**config.mk**
```make
export PLATFORM = sky130hd
export DESIGN_NAME = piso_serializer
export DESIGN_NICKNAME = d
export VERILOG_FILES = /design/src/rtl/piso_serializer.sv
export SDC_FILE = /design/constraint.sdc
export NUM_CORES = 1
export LEC_CHECK = 0
export BUFFER_PORTS_ARGS = -buffer_cell sky130_fd_sc_hd__buf_2
export CAP_MARGIN = 15
export CORE_AREA = 2 2 39 41
export DETAILED_ROUTE_END_ITERATION = 10
export DIE_AREA = 0 0 41 43
export PLACE_DENSITY = 0.69
export SLEW_MARGIN = 10
export SYNTH_ARGS = -nofsm -noshare
export SYNTH_HDL_FRONTEND = slang
export SYNTH_SLANG_ARGS = --single-unit
```
**constraint.sdc**
```tcl
create_clock -name clk -period 1.6 [get_ports clk]
set_input_delay 0.32 -clock clk [delete_from_list [all_inputs] [get_ports clk]]
set_output_delay 0.32 -clock clk [all_outputs]
set_load 0.1 [all_outputs]
```
**src/rtl/piso_serializer.sv**
```systemverilog
// -----------------------------------------------------------------------------
// piso_serializer
//
// Parallel-in / serial-out shift register with a small framing state machine.
// A word is accepted when load_valid and load_ready are both high at a rising
// edge. Its WIDTH data bits are then presented on `out`, one per cycle. The
// first bit appears in the cycle right after the accepting edge. When
// PARITY_EN is set, one even-parity bit follows the data bits. A new word
// accepted in the final bit cycle of a frame follows with no idle gap.
//
// Parameters
//   WIDTH      parallel word width in bits (>= 2)
//   MSB_FIRST  1: din[WIDTH-1] is sent first, 0: din[0] is sent first
//   PARITY_EN  1: append an even-parity bit after the data bits
//
// Ports
//   clk          single clock, all state changes on its rising edge
//   rst          synchronous active-high reset
//   din          parallel word to serialize
//   load_valid   din is valid and requests transmission
//   load_ready   the block accepts din at this edge (registered)
//   dout         shift-register contents, i.e. the data bits not yet sent
//   out          serial data bit
//   out_valid    out carries a frame bit this cycle
//   frame_start  one-cycle pulse with the first bit of a frame
//   frame_done   one-cycle pulse with the last bit of a frame
// -----------------------------------------------------------------------------
module piso_serializer #(
  parameter int WIDTH     = 4,
  parameter bit MSB_FIRST = 1'b1,
  parameter bit PARITY_EN = 1'b0
) (
  input  logic             clk,
  input  logic             rst,
  input  logic [WIDTH-1:0] din,
  input  logic             load_valid,
  output logic             load_ready,
  output logic [WIDTH-1:0] dout,
  output logic             out,
  output logic             out_valid,
  output logic             frame_start,
  output logic             frame_done
);

  localparam int CW = $clog2(WIDTH + 1);

  // Counter value while the last data bit is on `out`.
  localparam logic [CW-1:0] LAST_IDX = CW'(WIDTH - 1);

  typedef enum logic [1:0] {
    IDLE  = 2'd0,
    SHIFT = 2'd1,
    PAR   = 2'd2
  } state_t;

  state_t        state;
  logic [CW-1:0] cnt;      // index of the data bit currently on `out`
  logic          par_bit;  // even parity of the captured word

  logic accept;
  assign accept = load_valid && load_ready;

  // Bit that leaves the word next: the end that faces the serial output.
  function automatic logic next_bit(input logic [WIDTH-1:0] w);
    return MSB_FIRST ? w[WIDTH-1] : w[0];
  endfunction

  // Drops the bit that next_bit() returns and zero-fills the vacated end.
  function automatic logic [WIDTH-1:0] shift_word(input logic [WIDTH-1:0] w);
    return MSB_FIRST ? (w << 1) : (w >> 1);
  endfunction

  // Every output is a flop. The first bit is loaded straight from din at the
  // accepting edge. The shift register therefore holds only the bits still to
  // come, and dout can be driven directly from it.
  // NOTE: sequential state uses non-blocking assignments only. Each flop
  // then samples the value it had before this edge, whatever the order of
  // the statements below.
  always_ff @(posedge clk) begin
    if (rst) begin
      state       <= IDLE;
      cnt         <= '0;
      par_bit     <= 1'b0;
      dout        <= '0;
      out         <= 1'b0;
      out_valid   <= 1'b0;
      frame_start <= 1'b0;
      frame_done  <= 1'b0;
      load_ready  <= 1'b1;
    end else if (accept) begin
      // Accept is only possible in IDLE or in a final bit cycle, so this one
      // branch covers both the start from idle and the back-to-back case.
      state       <= SHIFT;
      cnt         <= '0;
      par_bit     <= ^din;
      dout        <= shift_word(din);
      out         <= next_bit(din);
      out_valid   <= 1'b1;
      frame_start <= 1'b1;
      frame_done  <= 1'b0;
      load_ready  <= 1'b0;
    end else begin
      frame_start <= 1'b0;
      unique case (state)
        SHIFT: begin
          if (cnt != LAST_IDX) begin
            out  <= next_bit(dout);
            dout <= shift_word(dout);
            cnt  <= cnt + CW'(1);
            // The bit being loaded now closes the frame only if no parity
            // bit follows it.
            if ((cnt + CW'(1)) == LAST_IDX) begin
              frame_done <= !PARITY_EN;
              load_ready <= !PARITY_EN;
            end else begin
              frame_done <= 1'b0;
              load_ready <= 1'b0;
            end
          end else if (PARITY_EN) begin
            state      <= PAR;
            out        <= par_bit;
            frame_done <= 1'b1;
            load_ready <= 1'b1;
          end else begin
            state      <= IDLE;
            cnt        <= '0;
            out        <= 1'b0;
            out_valid  <= 1'b0;
            frame_done <= 1'b0;
            load_ready <= 1'b1;
          end
        end
        PAR: begin
          state      <= IDLE;
          cnt        <= '0;
          out        <= 1'b0;
          out_valid  <= 1'b0;
          frame_done <= 1'b0;
          load_ready <= 1'b1;
        end
        default: begin
          state      <= IDLE;
          out        <= 1'b0;
          out_valid  <= 1'b0;
          frame_done <= 1'b0;
          load_ready <= 1'b1;
        end
      endcase
    end
  end

endmodule
```
# --- Word-level counts from Yosys, hierarchy flattened ---
# Cells that the tools add are included.
word_totals:
  reg_bits: 12
  output_inout_bits: 9
classes:
  muxes: 19
  eq_ne: 3
  bitwise: 2
  reduce_logical: 6
  n_addsub: 1
ops:
  columns: ["op", "n"]
  rows:
  - ["$mux 1", 14]
  - ["$mux 4", 3]
  - ["$mux 3", 2]
  - ["$reduce_bool 2->1", 2]
  - ["$reduce_or 4->1", 1]
  - ["$add 3x1->3 const B", 1]
  - ["$eq 3x2->1 const B", 1]
  - ["$ne 3x2->1 const B", 1]
  - ["$ne 3x3->1 const B", 1]
  - ["$not 1->1", 2]
  - ["$reduce_and 2->1", 1]
  - ["$reduce_or 2->1", 1]
  - ["$logic_and 1x1->1", 1]

# --- Depth between registers and ports, before layout ---
# Gate-level depths: netlist of run 1.
depth:
  depth_word: 6
  mapped_depth: 6

# --- Least setup slack after synthesis of run 1 ---
# OpenSTA, ideal clock, no wires.
synth_path:
  path_type: "register to register"
  startpoint: "register state[0]"
  endpoint: "register out"
  stages_incl_launch_ff: 5
  setup_ps: 70
  arrival_ps: 1738
  path_slack_ps: -208
  path_cell_list: "dfxtp_1 nand2b_1 clkbuf_2 or3b_1 a21oi_1"
synth_via:
  elab_chain_len: 2
synth_lines:
  columns: ["element", "line", "source"]
  rows:
  - ["from (decl)", "56", "state_t state;"]
  - ["from (signal assigned)", "81", "state <= IDLE;"]
  - ["from (signal assigned)", "93", "state <= SHIFT;"]
  - ["from (signal assigned)", "120", "state <= PAR;"]
  - ["$mux 1", "104", "unique case (state)"]
  - ["$mux 1", "90", "end else if (accept) begin"]
  - ["to (signal assigned)", "97", "out <= next_bit(din);"]
  - ["to (signal assigned)", "107", "out <= next_bit(dout);"]
  - ["to (signal assigned)", "121", "out <= par_bit;"]
  - ["to (decl)", "39", "output logic out,"]
# Every way passes these cells.
# A chain may end at the register's enable or synchronous reset.

# --- Worst setup path in the final report of run 1 ---
layout_path:
  startpoint: "register cnt[0]"
  endpoint: "register out"
layout_via:
  elab_chain_len: 4
layout_lines:
  columns: ["element", "line", "source"]
  rows:
  - ["from (decl)", "57", "logic [CW-1:0] cnt;"]
  - ["from (signal assigned)", "109", "cnt <= cnt + CW'(1);"]
  - ["$ne 3x2->1", "106", "if (cnt != LAST_IDX) begin"]
  - ["$mux 1", "106", null]
  - ["$mux 1", "104", null]
  - ["$mux 1", "90", null]
# Every way passes these cells.

==> results by group, run 1 <==
Routing
  • Detailed Route Iter0 Violations: 1
  • Vias post-DR: 392
  • Post-route ant nets: 0
  • Routed WL: 885 um
  • Wire length per cell: 10.5 um
  • Iteration count of the initial detailed-routing pass: 2
  • Vias/cell: 4.67
  • Drc violations: 0

Critical path
  • Arrival time worst endpoint: 1.72 ns
  • Critical Path Start Type: flip-flop
  • Reg2reg end: out
  • Critical path capture point: out
  • Crit path kind: reg2reg
  • Worst setup EP type: flip-flop
  • Crit-path max FO: 6
  • Worst path required time: ~1.8 ns
  • R2R Path Start: cnt[0]
  • R2R setup slack: between 0.07 and 0.08 ns
  • Critical path launch point: cnt[0]
  • Cells on worst reg2reg path: 5

Placed design
  • Place WS: 0.0552 ns
  • Routability cong.: 0.711
  • Port bufs: 14
  • Placed Area: roughly 580 um^2

Synth
  • Seq/Total Area, Yosys: 0.438
  • Synth area leader: dfxtp_1
  • Distinct cells, synth: 24
  • Post-synth top area share: 0.438
  • Syn Nets: 65
  • Post-Syn Area: 503 um^2
  • Avg Cell Area, Syn: 9.49 um^2
  • Post-Synthesis Cells: 53
  • Synth warn: 0
  • Area contributors post-synth: dfxtp_1 44%, ha_1 12%, mux2i_1 6.0%
  • Number of synthesized register bits: 11

Global route
  • Aggregate global-route resource usage: 0.117
  • First-pass GRT wire length: 1330 um
  • GR peak layer: met2
  • Total grt overflow: 0
  • M2 GR Usage: 0.166
  • Initial antenna violation count: 0
  • Largest net degree at the start of global routing: 12
  • GR Layer Usage met1: 0.135
  • Number of global-route vias before repair: 317
  • Met3 Resource Use GR: 0.0366

Pwr
  • Clk pwr share: 0.283
  • Switching power: 244 uW
  • PD cells: 1100 mW/mm^2
  • Internal power: 423 uW
  • Comb pwr share: 0.266
  • Switching Fraction: 0.366
  • Lkg Pwr: approximately 0.00028 uW
  • VDD IR max: 0.419 mV
  • Sequential share of power: 0.451

Outcome
  • Status: completed

Worst hold path
  • Tightest Hold Check Type: in2reg
  • Hold Path Depth: 3

Timing
  • Post-route setup TNS: 0 ns
  • Fin Clk Skew: 0.00178 ns
  • Max Freq: roughly 660 MHz
  • Period utilisation layout: 0.952
  • Final setup margin: 0.0768 ns
  • Period minus WS final: roughly 1.5 ns
  • Setup Viol. Count Final: 0
  • Max-slew violations: 0
  • Unrepaired setup endpoints after global routing: false
  • Final-report hold violation count: 0

Floorplan
  • # IOs: 16
  • Die Area: about 0.0018 mm^2
  • Die Y: roughly 43 um
  • Chip Width: a little over 40 um
  • Core ar.: ~0.0014 mm^2
  • Num rows: 14
  • Initial cell density of the core: 0.363

Finish
  • ANT cells: 0
  • Fin area: 604 um^2
  • Fillers: 147
  • Share of cells above drive strength 1: 0.324
  • Final #Nets: 81
  • Area grow syn2layout: 20.1%

CTS
  • Maximum root-to-sink buffer count: 2
  • Latest clock arrival within the worst-skew pair: 0.26 ns
  • CTS buffer count: 3
  • Clk slew on worst S/H paths: 0.07 ns
  • Root Buffer: clkbuf_4
  • Setup Fix Bufs, Post-CTS: 0
  • Number of H-tree levels: 1
  • Clock Sinks: 11
  • CTS tree: yes

Run
  • Max-Cap Viols: 0
## cell usage after synthesis
library cell / n
clkbuf_1: 1
mux2_2: 1
nand2_1: 4
nor3b_1: 1
and2_1: 1
or2b_1: 1
nand3_1: 1
o21bai_1: 1
buf_6: 1
ha_1: 5
a21oi_1: 4
mux2i_1: 3
nor2_1: 3
a211oi_1: 2
nor4_1: 1
buf_4: 1
o22ai_1: 1
clkbuf_2: 1
or3b_1: 1
nor3_1: 2
nand2b_1: 1
inv_1: 4
conb_1: 1
dfxtp_1: 11
## final cells by class
class | count | area (um^2) | share of cell area
Sequential cell | 11 | 223 | 0.369
Clock buffer | 4 | 26.3 | 0.0435
Inverter | 4 | 15.0 | 0.0248
Multi-Input combinational cell | 34 | 243 | 0.402
Timing Repair Buffer | 15 | 77.6 | 0.128
Tap cell | 16 | 20.0 | 0.0331
## critical path, cell delays in order, from the launching register on
cell	delay [ns]
dfxtp_1	0.32
ha_1	0.23
ha_1	0.18
nand2b_2	0.23
or3b_1	0.37
a21oi_1	0.13
## metal layers
metal  wire length [um]  part of all wire
met1                402              0.45
met2                412              0.47
met3                 49             0.055
met4                 21             0.024
met5                  0                 0
## worst min path at each step
stage	from	endpoint	slack [ns]
final	din[3]	out	0.29
after global routing	din[3]	out	0.28
after CTS	din[3]	out	0.28
after detailed placement	dout[1]	dout[1]	0.49
after global placement	dout[1]	dout[1]	0.49
after floorplan	rst	frame_done	0.40
## logic make-up (layout without fill, tap and decap cells)
group | Yosys count | count (layout) | synth area share
buf+inv | 8 | 23 | 0.0846
fa+ha+maj | 5 | 5 | 0.124
mux | 4 | 4 | 0.0821
other cells | 1 | 1 | 0.00746
compound gates | 8 | 8 | 0.0970
simple gates | 16 | 16 | 0.167
flops | 11 | 11 | 0.438
## sequential cells by signal, indices dropped and copies added (netlist names)
signal and count:
frame_done 1, dout 3, frame_start 1, load_ready 1, cnt 3, out 1, state 1
## power by group through the flow
stage               Clock (uW)  Sequential (uW)  Combinational [uW]
finish                     189              301                 178
global route               212              303                 186
CTS                        200              300                 178
detailed placement           0              307                 177
global placement             0              306                 177
floorplan                    0              402                58.2
## stage by stage
stage	cells	hold WS (ns)	utilization	total power [uW]
after floorplan	53	0.397	-	460
after global placement	80	0.493	0.416	483
after detailed placement	80	0.485	0.416	484
after CTS	84	0.280	0.435	678
after global routing	84	0.281	0.437	701
final	84	0.287	0.437	667
## placed cells by master, fill, tap and decap left out, types with 2 or more instances in the layout
cell type,n
a211oi_1,2
a21oi_1,4
buf_2,14
clkbuf_4,3
dfxtp_1,9
dfxtp_2,2
ha_1,5
inv_1,4
mux2i_1,3
nand2_1,4
nor2_1,3
nor3_1,2
## timing repair
| action | 4_1_cts | 5_1_grt |
|---|---|---|
| gates resized for setup | 0 | 1 |
| endpoints found under the setup margin | 0 | 1 |
| hold buffers | 0 | 0 |
Note: power is estimated with default switching activity, not from simulation.
==> run 2, diff against run 1 <==
--- a/config.mk
+++ b/config.mk
@@ -5,12 +5,14 @@
 export SDC_FILE = /design/constraint.sdc
 export NUM_CORES = 1
 export LEC_CHECK = 0
+export ABC_AREA = 1
 export BUFFER_PORTS_ARGS = -buffer_cell sky130_fd_sc_hd__buf_2
 export CAP_MARGIN = 15
 export CORE_AREA = 2 2 39 41
 export DETAILED_ROUTE_END_ITERATION = 10
 export DIE_AREA = 0 0 41 43
-export PLACE_DENSITY = 0.69
+export GPL_ROUTABILITY_DRIVEN = 0
+export PLACE_DENSITY = 0.71
 export SLEW_MARGIN = 10
 export SYNTH_ARGS = -nofsm -noshare
 export SYNTH_HDL_FRONTEND = slang
==> results by group, run 2 <==
Outcome
  • Status: completed

Synth
  • Distinct cells, synth: 19
  • Most frequent cell after synthesis: nand2_1
  • Number of synthesized flops with an enable pin: 0
  • Ys flop type: dfxtp_1
  • Post-Syn Area: 529 um^2
  • Most frequent cells after synthesis: 15 x nand2_1, 11 x dfxtp_1, 8 x inv_1, 8 x nor2_1, 5 x ha_1
  • Syn Nets: 80
  • Synth warn: 0
  • Number of synthesized register bits: 11
  • Post-synth top area share: 0.416
  • Ys async rst share: 0
  • Synth area leader: dfxtp_1
  • Seq/Total Area, Yosys: 0.416
  • Area contributors post-synth: dfxtp_1 42%, ha_1 12%, nand2_1 11%
  • Post-Synthesis Cells: 68
  • Avg Cell Area, Syn: approximately 7.8 um^2

Finish
  • Final #Nets: 98
  • Most common cell after layout, fill and taps aside: nand2_1
  • Fillers: 138
  • Final non-filler cell total: 101
  • Share of cells above drive strength 1: 0.318
  • Area grow syn2layout: 20.8%
  • Biggest regs: cnt x3, dout x3
  • ANT cells: 0
  • Commonest non-fill, non-tap cells in the layout: 15 x nand2_1, 14 x buf_2, 10 x dfxtp_1, 8 x inv_1, 8 x nor2_1
  • Fin area: 639 um^2

Floorplan
  • Die Y: 43 um
  • # IOs: 16
  • Core ar.: 0.00138 mm^2
  • Die Area: between 0.0015 and 0.002 mm^2
  • Initial cell density of the core: 0.382
  • Chip Width: between 40 and 50 um
  • Num rows: 14

Timing
  • Period minus WS final: 1.53 ns
  • Final setup margin: between 0.06 and 0.07 ns
  • Post-route setup TNS: 0 ns
  • Fin Clk Skew: between 0.002 and 0.0025 ns
  • Max Freq: 652 MHz
  • Period utilisation layout: 0.958
  • Unrepaired setup endpoints after global routing: false
  • Final-report hold violation count: 0
  • Max-slew violations: 0
  • Setup Viol. Count Final: 0

Critical path
  • Worst path required time: about 1.3 ns
  • Critical path launch point: state[0]
  • Crit-path max FO: 7
  • Critical Path, Cell by Cell: buf_2
  • Cells on worst reg2reg path: 7
  • Crit path kind: reg2out
  • Crit-path slowest cell: buf_2
  • Reg2reg end: cnt[0]
  • Critical Path Start Type: flip-flop
  • R2R setup slack: 0.35 ns
  • Crit path largest cell delay: 0.48 ns
  • Family with the most delay on the worst path: buffers and inverters
  • Arrival time worst endpoint: 1.21 ns
  • Worst setup EP type: output port
  • CP bufs+invs: 1
  • R2R Path Start: cnt[1]

Global route
  • Initial antenna violation count: 0
  • First-pass GRT wire length: 1460 um
  • Total grt overflow: 0
  • Aggregate global-route resource usage: 0.124
  • Number of global-route vias before repair: 380
  • Largest net degree at the start of global routing: 8

CTS
  • CTS tree: yes
  • CTS Hold Bufs: 0
  • Root Buffer: clkbuf_4
  • Latest clock arrival within the worst-skew pair: 0.26 ns
  • Setup Fix Bufs, Post-CTS: 0
  • Number of H-tree levels: 1
  • Maximum root-to-sink buffer count: 2
  • Clock Sinks: 11
  • Clk slew on worst S/H paths: 0.07 ns
  • CTS buffer count: 3
  • # resized after CTS: 0

Placed design
  • Port bufs: 14
  • Placed Area: roughly 610 um^2
  • Place WS: 0.357 ns
  • Placed Instances: 97
  • DP Wirelength: 701 um

Routing
  • Detailed Route Iter0 Violations: 6
  • Routed WL: 902 um
  • Vias post-DR: 447
  • Iteration count of the initial detailed-routing pass: 4
  • Post-route ant nets: 0
  • Wire length per cell: slightly below 9 um
  • Drc violations: 0
  • Vias/cell: 4.43

Run
  • Max-Cap Viols: 0

Worst hold path
  • Hold Path End: dout[3]
  • Tightest Hold Check Type: in2reg
  • Hold Path Depth: 3
  • Critical hold path startpoint: din[2]

Pwr
  • Lkg Pwr: 0.000311 uW
  • VDD IR max: 0.488 mV
  • PD cells: between 1000 and 1500 mW/mm^2
-- run 2: how the worst max path moves through the flow --
stage	depth (start not counted)	end	slack (ns)
detailed placement	7	cnt[0]	0.36
floorplan	5	dout[3]	0.05
finish	1	out_valid	0.07
global placement	1	out_valid	0.36
CTS	1	out_valid	0.07
global route	1	out_valid	0.04
-- run 2: where the power goes --
group          switching, uW  internal (uW)
Sequential              13.1            291
Clock                   87.3           96.4
Combinational            164           35.1
Total                    264            423
-- run 2: area by class of cell --
class | instances | area (um^2) | area share
multi-input cells | 45 | 258 | 0.403
flip-flops and latches | 11 | 221 | 0.346
repair buffers | 14 | 70.1 | 0.110
inverters | 11 | 43.8 | 0.0685
clock buffers | 4 | 26.3 | 0.0411
well taps | 16 | 20.0 | 0.0313
-- run 2: through the flow --
step,hold slack (ns),utilization,total power (uW)
after global placement,0.466,0.443,508
after detailed placement,0.465,0.443,509
after global routing,0.262,0.462,717
after CTS,0.242,0.462,694
final,0.245,0.462,687
after floorplan,0.389,-,478
-- run 2: logic make-up (layout without fill, tap and decap cells) --
kind of cell / Yosys count / count (layout) / share of synthesized area
fa+ha+maj: 5 / 5 / 0.118
simple gates: 33 / 33 / 0.298
other cells: 1 / 1 / 0.00709
flops: 11 / 11 / 0.416
compound gates: 6 / 6 / 0.0638
buf+inv: 12 / 29 / 0.0969
-- run 2: metal layers --
layer	track usage	routed length (um)
met4	0.100	25
met2	0.194	423
met1	0.142	415
met5	0	0
met3	0.0157	37
==> run 3, diff against run 2 <==
--- a/config.mk
+++ b/config.mk
@@ -6,13 +6,13 @@
 export NUM_CORES = 1
 export LEC_CHECK = 0
 export ABC_AREA = 1
-export BUFFER_PORTS_ARGS = -buffer_cell sky130_fd_sc_hd__buf_2
 export CAP_MARGIN = 15
 export CORE_AREA = 2 2 39 41
 export DETAILED_ROUTE_END_ITERATION = 10
 export DIE_AREA = 0 0 41 43
+export DONT_BUFFER_PORTS = 1
 export GPL_ROUTABILITY_DRIVEN = 0
-export PLACE_DENSITY = 0.71
+export PLACE_DENSITY = 0.6
 export SLEW_MARGIN = 10
 export SYNTH_ARGS = -nofsm -noshare
 export SYNTH_HDL_FRONTEND = slang
==> results by group, run 3 (same netlist as run 2, synthesis figures left out) <==
Placed design
  • Port bufs: 0
  • Placed Instances: 91
  • DP Wirelength: 703 um

Timing
  • Period minus WS final: 1.36 ns
  • Unrepaired setup endpoints after global routing: false
  • Period utilisation layout: 0.851
  • Fin Clk Skew: between 0.001 and 0.0015 ns
  • Final-report hold violation count: 0
  • Post-route setup TNS: 0 ns
  • Max-slew violations: 0
  • Max Freq: roughly 730 MHz
  • Setup Viol. Count Final: 0

Finish
  • Area grow syn2layout: 18.9%
  • Final #Nets: approximately 90
  • Fillers: roughly 140
  • Sequential cell area: roughly 220 um^2
  • Biggest regs: cnt x3, dout x3
  • ANT cells: 0
  • Multi-input gate area: 258 um^2
  • Commonest non-fill, non-tap cells in the layout: 15 x nand2_1, 10 x dfxtp_1, 8 x inv_1, 8 x nor2_1, 8 x buf_4
  • Final non-filler cell total: 95
  • Share of cells above drive strength 1: 0.266
  • Most common cell after layout, fill and taps aside: nand2_1

Floorplan
  • Die Area: 0.00176 mm^2
  • Core ar.: 0.00138 mm^2
  • Initial cell density of the core: 0.382
  • Die Y: 43 um
  • Chip Width: 41 um
  • Num rows: 14
  • # IOs: 16

CTS
  • Clk slew on worst S/H paths: ~0.07 ns
  • Maximum root-to-sink buffer count: 2
  • Number of H-tree levels: 1
  • # resized after CTS: 0
  • CTS tree: yes
  • CTS buffer count: 3
  • Clock Sinks: 11
  • Latest clock arrival within the worst-skew pair: 0.26 ns
  • Root Buffer: clkbuf_4
  • Setup Fix Bufs, Post-CTS: 0
  • CTS Hold Bufs: 0

Routing
  • Iteration count of the initial detailed-routing pass: 3
  • Vias post-DR: around 420
  • Routed WL: 874 um
  • Detailed Route Iter0 Violations: 4
  • Vias/cell: 4.41
  • Drc violations: 0
  • Wire length per cell: ~9 um
  • Post-route ant nets: 0

Pwr
  • Pwr Total: between 600 and 700 uW
  • VDD IR max: 0.478 mV
  • Lkg Pwr: 0.000290 uW
  • PD cells: 1090 mW/mm^2

Critical path
  • Crit path kind: reg2out
  • Crit-path max FO: 6
  • Worst setup EP type: output port
  • Arrival time worst endpoint: 1.04 ns
  • CP bufs+invs: 1
  • Crit-path slowest cell: dfxtp_1
  • Critical Path, Cell by Cell: buf_4
  • Crit path largest cell delay: ~0.44 ns
  • Family with the most delay on the worst path: flip-flops
  • Worst path required time: approximately 1.3 ns
  • Critical Path Start Type: flip-flop

Run
  • Max-Cap Viols: 0

Global route
  • First-pass GRT wire length: 1520 um
  • Initial antenna violation count: 0
  • Aggregate global-route resource usage: 0.130
  • Total grt overflow: 0
  • Largest net degree at the start of global routing: 8
  • Number of global-route vias before repair: 378

Outcome
  • Status: completed

Worst hold path
  • Tightest Hold Check Type: in2reg
-- run 3: cell types whose count changed in the layout (fill, tap and decap cells not counted), sizes merged --
cell  previous run  this run
buf             14         8
-- run 3: path summary, 6_finish.rpt --
kind,start,to,slack [ns],cells after the start
hold / removal,rst,state[0],0.12,1
setup / recovery,state[0],out_valid,0.24,1
setup reg to reg,cnt[0],cnt[0],0.35,7
hold reg to reg,dout[3],out,0.48,2
-- run 3: final cells by class --
| class | count | share of cell area |
|---|---|---|
| multi-input combinational | 45 | 0.410 |
| timing repair buffer | 8 | 0.0954 |
| sequential | 11 | 0.352 |
| inverter | 11 | 0.0696 |
| clock buffer | 4 | 0.0417 |
| tap | 16 | 0.0318 |
-- run 3: power breakdown --
group / leakage (uW) / switching (uW) / internal [uW] / total, uW
logic: 0.000185 / 162 / 38.6 / 201
clock network: 0.0000150 / 86.3 / 96.3 / 183
registers: 0.0000901 / 10.8 / 291 / 302
-- run 3: per-layer routing --
metal  up-vias  track usage  part of all wire
li1        225            -                 -
met1       182        0.176              0.45
met2        10        0.169              0.47
met3         2       0.0471             0.063
met4         0       0.0800             0.015
met5         -            0                 0
-- run 3: per-stage QoR --
| stage | hold WS [ns] | setup slack [ns] | util | area (um^2) |
|---|---|---|---|---|
| 2_1_floorplan | 0.389 | 0.0458 | - | 531 |
| 3_3_place_gp | 0.390 | 0.383 | 0.436 | 603 |
| 3_5_place_dp | 0.392 | 0.358 | 0.436 | 603 |
| 4_1_cts | 0.109 | 0.223 | 0.455 | 629 |
| 5_1_grt | 0.112 | 0.185 | 0.455 | 629 |
| 6_report | 0.118 | 0.238 | 0.455 | 629 |
-- run 3: worst reg2reg max path: stages, from the launching register on --
cell and delay [ns]:
dfxtp_1 0.36, ha_1 0.21, ha_1 0.18, inv_1 0.06, nand2_2 0.10, clkinv_1 0.10
nor2_1 0.10, nor2_1 0.05
